**src/rtl/stepper_mul_sequencer.sv**
```systemverilog
// stepper_mul_sequencer: 32x32 multiply sequencer built on an external
// 16x16 registered multiplier. Four partial-product passes are issued
// back to back, their products accumulated into a 64-bit sum, and the high
// word is sign-corrected before the requested 32-bit word is returned.
module stepper_mul_sequencer #(
  parameter int unsigned MUL_PIPE = 1
) (
  input  logic        clk,
  input  logic        reset,
  input  logic        in_valid,
  output logic        in_ready,
  input  logic [1:0]  in_op,
  input  logic [31:0] in_a,
  input  logic [31:0] in_b,
  output logic        out_valid,
  input  logic        out_ready,
  output logic [31:0] out_result,
  output logic        busy,
  output logic        mul_en,
  output logic [15:0] mul_a,
  output logic [15:0] mul_b,
  input  logic [31:0] mul_p
);

  typedef enum logic [2:0] {
    S_IDLE,
    S_ISSUE,
    S_DRAIN,
    S_FIX,
    S_DONE
  } state_e;

  typedef enum logic [1:0] {
    OP_MUL    = 2'b00,
    OP_MULXSS = 2'b01,
    OP_MULXSU = 2'b10,
    OP_MULXUU = 2'b11
  } op_e;

  // Cycle index within ISSUE/DRAIN: 0..3 issue passes, then MUL_PIPE drain
  // cycles. Pass k is sampled in the cycle whose index is k+MUL_PIPE.
  localparam logic [2:0] LAST_ISSUE   = 3'd3;
  localparam logic [2:0] FIRST_SAMPLE = 3'(MUL_PIPE);
  localparam logic [2:0] LAST_SAMPLE  = 3'(MUL_PIPE + 3);

  state_e      state_q, state_d;
  logic [2:0]  cyc_q, cyc_d;
  logic [31:0] a_q, a_d;
  logic [31:0] b_q, b_d;
  logic [1:0]  op_q, op_d;
  logic [63:0] acc_q, acc_d;
  logic [31:0] res_q, res_d;

  logic [2:0]  samp_k;
  logic        samp_en;
  logic [31:0] hi_fix;

  assign out_result = res_q;

  // State and datapath registers with synchronous reset.
  always_ff @(posedge clk) begin
    if (reset) begin
      state_q <= S_IDLE;
      cyc_q   <= '0;
      a_q     <= '0;
      b_q     <= '0;
      op_q    <= '0;
      acc_q   <= '0;
      res_q   <= '0;
    end else begin
      state_q <= state_d;
      cyc_q   <= cyc_d;
      a_q     <= a_d;
      b_q     <= b_d;
      op_q    <= op_d;
      acc_q   <= acc_d;
      res_q   <= res_d;
    end
  end

  // Next-state, pass issue, product accumulation and sign fix-up.
  always_comb begin
    state_d   = state_q;
    cyc_d     = cyc_q;
    a_d       = a_q;
    b_d       = b_q;
    op_d      = op_q;
    acc_d     = acc_q;
    res_d     = res_q;
    in_ready  = 1'b0;
    busy      = 1'b1;
    out_valid = 1'b0;
    mul_en    = 1'b0;
    mul_a     = '0;
    mul_b     = '0;
    hi_fix    = acc_q[63:32];

    // Issue and drain overlap: a pass result can land while later passes
    // are still being issued, so sampling keys off the cycle index only.
    samp_k  = cyc_q - FIRST_SAMPLE;
    samp_en = ((state_q == S_ISSUE) || (state_q == S_DRAIN)) &&
              (cyc_q >= FIRST_SAMPLE) && (cyc_q <= LAST_SAMPLE);
    if (samp_en) begin
      case (samp_k)
        3'd0:    acc_d = acc_q + {32'h0, mul_p};
        3'd1,
        3'd2:    acc_d = acc_q + {16'h0, mul_p, 16'h0};
        3'd3:    acc_d = acc_q + {mul_p, 32'h0};
        default: acc_d = acc_q;
      endcase
    end

    case (state_q)
      S_IDLE: begin
        busy     = 1'b0;
        in_ready = 1'b1;
        if (in_valid) begin
          a_d     = in_a;
          b_d     = in_b;
          op_d    = in_op;
          acc_d   = '0;
          cyc_d   = '0;
          state_d = S_ISSUE;
        end
      end
      S_ISSUE: begin
        mul_en = 1'b1;
        case (cyc_q)
          3'd0:    begin mul_a = a_q[15:0];  mul_b = b_q[15:0];  end
          3'd1:    begin mul_a = a_q[31:16]; mul_b = b_q[15:0];  end
          3'd2:    begin mul_a = a_q[15:0];  mul_b = b_q[31:16]; end
          default: begin mul_a = a_q[31:16]; mul_b = b_q[31:16]; end
        endcase
        cyc_d = cyc_q + 3'd1;
        if (cyc_q == LAST_ISSUE) state_d = S_DRAIN;
      end
      S_DRAIN: begin
        cyc_d = cyc_q + 3'd1;
        if (cyc_q == LAST_SAMPLE) state_d = S_FIX;
      end
      S_FIX: begin
        if (((op_q == OP_MULXSS) || (op_q == OP_MULXSU)) && a_q[31])
          hi_fix = hi_fix - b_q;
        if ((op_q == OP_MULXSS) && b_q[31])
          hi_fix = hi_fix - a_q;
        res_d   = (op_q == OP_MUL) ? acc_q[31:0] : hi_fix;
        state_d = S_DONE;
      end
      S_DONE: begin
        out_valid = 1'b1;
        if (out_ready) state_d = S_IDLE;
      end
      default: state_d = S_IDLE;
    endcase
  end

endmodule

```
**config.mk**
```make
export PLATFORM = sky130hd
export DESIGN_NAME = stepper_mul_sequencer
export DESIGN_NICKNAME = d
export VERILOG_FILES = /design/src/rtl/stepper_mul_sequencer.sv
export SDC_FILE = /design/constraint.sdc
export NUM_CORES = 1
export LEC_CHECK = 0
export CORE_ASPECT_RATIO = 1.1
export CORE_MARGIN = 1.5
export CORE_UTILIZATION = 65
export DETAILED_ROUTE_END_ITERATION = 12
export DONT_BUFFER_PORTS = 1
export PLACE_DENSITY_LB_ADDON = 0.3
export SLEW_MARGIN = 20
export SYNTH_ARGS = -nofsm -noshare
export SYNTH_HDL_FRONTEND = slang
export SYNTH_SLANG_ARGS = --single-unit
```
**constraint.sdc**
```tcl
create_clock -name clk -period 8.45 [get_ports clk]
set_input_delay 1.69 -clock clk [delete_from_list [all_inputs] [get_ports clk]]
set_output_delay 1.69 -clock clk [all_outputs]
set_load 0.02 [all_outputs]
```
## Yosys cells after proc, flatten, opt, wreduce, memory -nomap -nowiden

Index checks and enable logic that the tools add are counted.

- Bits in registers: 168
- Bits of input ports: 102

- Add/subtract/negate cells: 7
- Reductions and logical operators: 18
- Equal/unequal tests: 17
- $lt $le $gt $ge: 2
- Multiplexer cells: 23

Operator list:

| operator | number |
|---|---|
| $mux W64 | 3 |
| $pmux W64 S3 | 1 |
| $mux W32 | 4 |
| $add A64 B32 Y64 | 1 |
| $add A64 B48 Y64 | 1 |
| $add A64 B64 Y64 | 1 |
| $mux W16 | 4 |
| $sub A32 B32 Y32 | 2 |
| $eq A3 B2 Y1 const B | 6 |
| $mux W3 | 5 |
| $pmux W3 S5 | 1 |
| $eq A3 B1 Y1 const B | 3 |
| $logic_not A3 Y1 | 3 |
| $reduce_or A2 Y1 | 4 |
| $eq A3 B3 Y1 const B | 2 |
| $pmux W3 S2 | 1 |
| $logic_and A1 B1 Y1 | 4 |
| $mux W1 | 4 |
| $ne A2 B1 Y1 const B | 2 |
| $ne A2 B2 Y1 const B | 2 |
| $reduce_and A2 Y1 | 2 |
| $reduce_and A4 Y1 | 1 |
| $add A3 B1 Y3 const B | 1 |
| $ge A3 B1 Y1 const B | 1 |
| 7 further kinds | 8 |

## Depth between registers and ports, before layout

- Word-level depth: 8
- Gate-level depth with buffers: 24
- Depth with buffers taken out: 24

## Least setup slack after synthesis

OpenSTA, ideal clock, no wires.

- Path type: register to register
- Start point: reg acc_q[32]
- End point: reg res_q[31], in the netlist out_result[31]
- Stages on the path, launching flop included: 25
- Buffers on the path: 0
- Arrival time: 4914 ps
- Path slack: 3445 ps
- Library setup time: 91 ps
- Cell sequence: dfxtp_1 -> inv_1 -> ha_1 -> inv_1 -> fa_1 -> a211oi_1 -> o21ai_0 -> nand4_1 -> nand2_1 -> o221ai_1 -> a21boi_0 -> nor3_1 -> nor3_1 -> or2_2 -> ha_1 -> a21o_1 -> a211oi_2 -> o31ai_1 -> o211ai_2 -> or4b_1 -> o22ai_2 -> mux2i_1 -> xnor2_1 -> a41oi_1 -> a311oi_1

- Longest elaborated chain between the ends: 6

Ends and longest elaborated chain:

| element | line | source |
|---|---|---|
| start, declared | 51 | `logic [63:0] acc_q, acc_d;` |
| start signal, assigned | 68 | `acc_q <= '0;` |
| start signal, assigned | 76 | `acc_q <= acc_d;` |
| $sub A32 B32 Y32 | 143 | `hi_fix = hi_fix - b_q;` |
| $mux W32 * | 142 | `if (((op_q == OP_MULXSS) \|\| (op_q == OP_MULXSU)) && a_q[31])` |
| $mux W32 * | 113 | `case (state_q)` |
| $sub A32 B32 Y32 | 145 | `hi_fix = hi_fix - a_q;` |
| $mux W32 * | 144 | `if ((op_q == OP_MULXSS) && b_q[31])` |
| $mux W32 * | 146 | `res_d = (op_q == OP_MUL) ? acc_q[31:0] : hi_fix;` |
| end signal, assigned | 77 | `res_q <= res_d;` |
| end, declared | 52 | `logic [31:0] res_q, res_d;` |

Every way passes the cells marked *; elsewhere a longest branch is shown, timed or not. The select of a mux whose other input is x is not followed.
A chain may end at the register's enable or synchronous reset.

## Worst setup path in the final report

Same ends and word-level chain as after synthesis.

==> impl_metrics.tcl <==
set metrics [dict create \
    whs_ns 0.455 \
    clk_pin_slew_worst_paths_ns 0.07 \
    die_area_sq_mm 0.0276 \
    die_height_um 174 \
    period_minus_slack_ns 5.99 \
    cts-root-buf "clkbuf_16" \
    yosys_warnings 0 \
    cp_slowest_stage_delay_ns 0.47 \
    cts_made_buffers 17 \
    cts_tree "done" \
    grt_use_total_pct 44.1 \
    grt_max_degree 110 \
    fillers 2290 \
    place_hpwl_um 46900 \
    cts-hold-fix-buffers 0 \
    slew_violations 0 \
    setup.worst_path.end_class "register" \
    first_pass_iters 7 \
    worstSkewPairLatency_ns 0.46 \
    syn_inst 2397 \
    cts_buffer_depth 2 \
    drtIter0Drc 2449 \
    maxSlewHeadroom_pct 22.0 \
    ir_worst_vdd_v 0.000145 \
    diodes 0 \
    tns_ns 0 \
    outcome "complete, no violations" \
    routabilityCongestion 1.03 \
    finalSetupViolCount 0 \
    worstMarginPinSlew_ns 1.17 \
    vias 18600 \
    synth_edf_count 0 \
    grt_first_pass_wirelength_um 94200 \
    required_ns 8.81 \
    layout.nets 2583 \
    critPathMaxFanout 9 \
    wl_per_cell_um 23.0 \
    numPortBuffers 0 \
    hold_viol 0 \
    drv_cap 0 \
    finalCritPeriodShare_pct 70.9 \
    crit_start "acc_q[32]" \
    synth_seq_cells 168 \
    pin_count 170 \
    rr_startpoint "acc_q[32]" \
    fin_skew_ns 0.0155 \
    viasPerCell 6.95 \
    yosysUniqueCellTypes 85 \
    antenna_found_initial 0 \
    clock-sinks 168 \
    rsz0062_at_grt "false" \
    start_kind "register" \
    synth-seq-area-share_pct 19.4 \
    syn_avg_cell_area_sq_um 7.22 \
    max_freq_ghz 0.167 \
    drive_gt1_share_pct 4.10 \
    arrival_ns 6.36 \
    hold_path_class "reg -> reg" \
    initial_core_util_pct 66.2 \
    critPathKind "reg -> reg" \
    core_sq_mm 0.0261 \
    path_cells "inv_1, ha_1, inv_1, fa_1, a211oi_1, o21ai_0, nand4_1, nand2_1, o221ai_1, a21boi_0, o21a_1, nor3_1, or2_2, ha_1, a21o_1, a211oi_2, o31ai_1, o211ai_2, or4b_1, o22ai_2, mux2i_1, xnor2_1, a41oi_1, a311oi_1" \
    final_common_cell "nand2_1" \
    mostFrequentLayoutCells "nand2_1, a21oi_1, nor2_1, ha_1, dfxtp_1" \
    cts.htree.levels 4 \
    p_leak_nw 7.56 \
    wl_um 61600 \
    powerDensity_mw_per_mm2 129 \
    synthesis.area_sq_mm 0.0173 \
    min-delay-start "op_q[1]" \
    cpMaxStageDelayCell "or4b_1" \
    postCtsResizedCells 0 \
    synthToLayoutAreaGrowth_pct 4.29 \
    syn_nets 2673 \
    drc 0 \
    synth-main-ff-cell "dfxtp_1" \
    grt_pass1_vias 16900 \
    post_cts_buffers 0 \
    ant_nets 0 \
    placementRows 62 \
    dieWidth_um 159 \
    async_reset_ff_share_pct 0 \
    grt-ovfl-total 0 \
]
## sequential cells by signal, indices dropped and copies added, names as in the netlist
register / count
op_q: 2
cyc_q: 3
b_q: 32
a_q: 32
acc_q: 64
out_result: 32
state_q: 3
## area by class of cell
cell class | count | area [sq um] | share of cell area (%)
clock inverter | 13 | 166 | 0.922
timing repair buffer | 22 | 165 | 0.916
clock buffer | 18 | 439 | 2.43
sequential | 168 | 3360 | 18.6
inverter | 105 | 394 | 2.18
multi-input combinational | 1993 | 13100 | 72.5
tap | 352 | 440 | 2.44
## path summary, 6_finish.rpt
path | to | slack [ns] | cells past startpoint
max | out_result[31] | 2.46 | 24
min | op_q[1] | 0.46 | 2
max reg2reg | out_result[31] | 2.46 | 24
min reg2reg | op_q[1] | 0.46 | 2
## cells in the mapped netlist (7+ instances only)
cell type    n  area (sq um)
o21bai_1    20           150
inv_1      105           394
nor2b_1     10          62.6
a31oi_1     41           257
a21boi_0    11          82.6
and3_1      26           163
o31ai_1     16           120
nor2_1     198           743
o21ai_1      7          35.0
a21o_1      88           661
and4_1       9          78.8
o21a_1      27           203
a22oi_1     26           195
a221oi_1    19           166
xnor2_1     82           718
o22ai_1     12          75.1
nand2_1    324          1220
nand3_1     49           245
a41oi_1      9          78.8
a211o_1      7          61.3
nand2b_1    20           125
mux2i_1     42           420
a222oi_1     9          90.1
a21oi_1    251          1260
nand3b_1     7          52.6
clkbuf_1   116           435
a211oi_1    48           360
dfxtp_1    168          3360
and2_1      19           119
or2_2        7          43.8
o21ai_0    142           711
nor3_1      44           220
ha_1       169          2110
a311oi_1    10          87.6
or3_1       23           144
o211ai_1    22           165
nand4_1     36           225
buf_2        7          35.0
xor2_1      60           526
## routing by layer
layer	up-vias	GRT usage (%)	part of all wire, %
li1	8611	-	-
met1	8540	57.0	39
met2	1144	64.3	41
met3	261	10.4	12
met4	0	30.1	8.0
met5	-	0	0
## power breakdown
part	internal, W	switching [W]
registers	0.000814	0.0000262
clock network	0.000476	0.000382
logic	0.000240	0.000394
total	0.00153	0.000802
## logic make-up (layout without fill, tap and decap cells)
family | count (synthesis) | in the layout | synth area share [%]
AO/OA/AOI/OAI | 839 | 839 | 31.9
XOR/XNOR | 142 | 142 | 7.19
adder cells (fa/ha/maj) | 174 | 174 | 12.8
buffers and inverters | 236 | 158 | 5.19
flip-flops | 168 | 168 | 19.4
multiplexers | 44 | 44 | 2.56
AND/OR/NAND/NOR | 794 | 794 | 20.9
## worst max-delay path: cells and delay by family (launching register included)
family	cells	cell delay (ns)
AOI/OAI and AO/OA	12	2.63
and+or+nand+nor	5	1.35
adders and majority gates	3	0.89
DFF	1	0.41
muxes	1	0.31
buffers and inverters	2	0.16
xor gates and xnor gates	1	0.15
## per-stage QoR
step	utilization [%]	power (W)	area (sq um)	setup WS, ns	std cells
2_1_floorplan	-	0.00134	17300	3.45	2397
3_3_place_gp	66.7	0.00146	17400	2.89	2639
3_5_place_dp	66.7	0.00147	17400	2.68	2639
4_1_cts	69.0	0.00230	18000	2.63	2670
5_1_grt	69.0	0.00241	18000	2.18	2671
6_report	69.0	0.00233	18000	2.46	2671
Power figures use the tool's default switching activity.
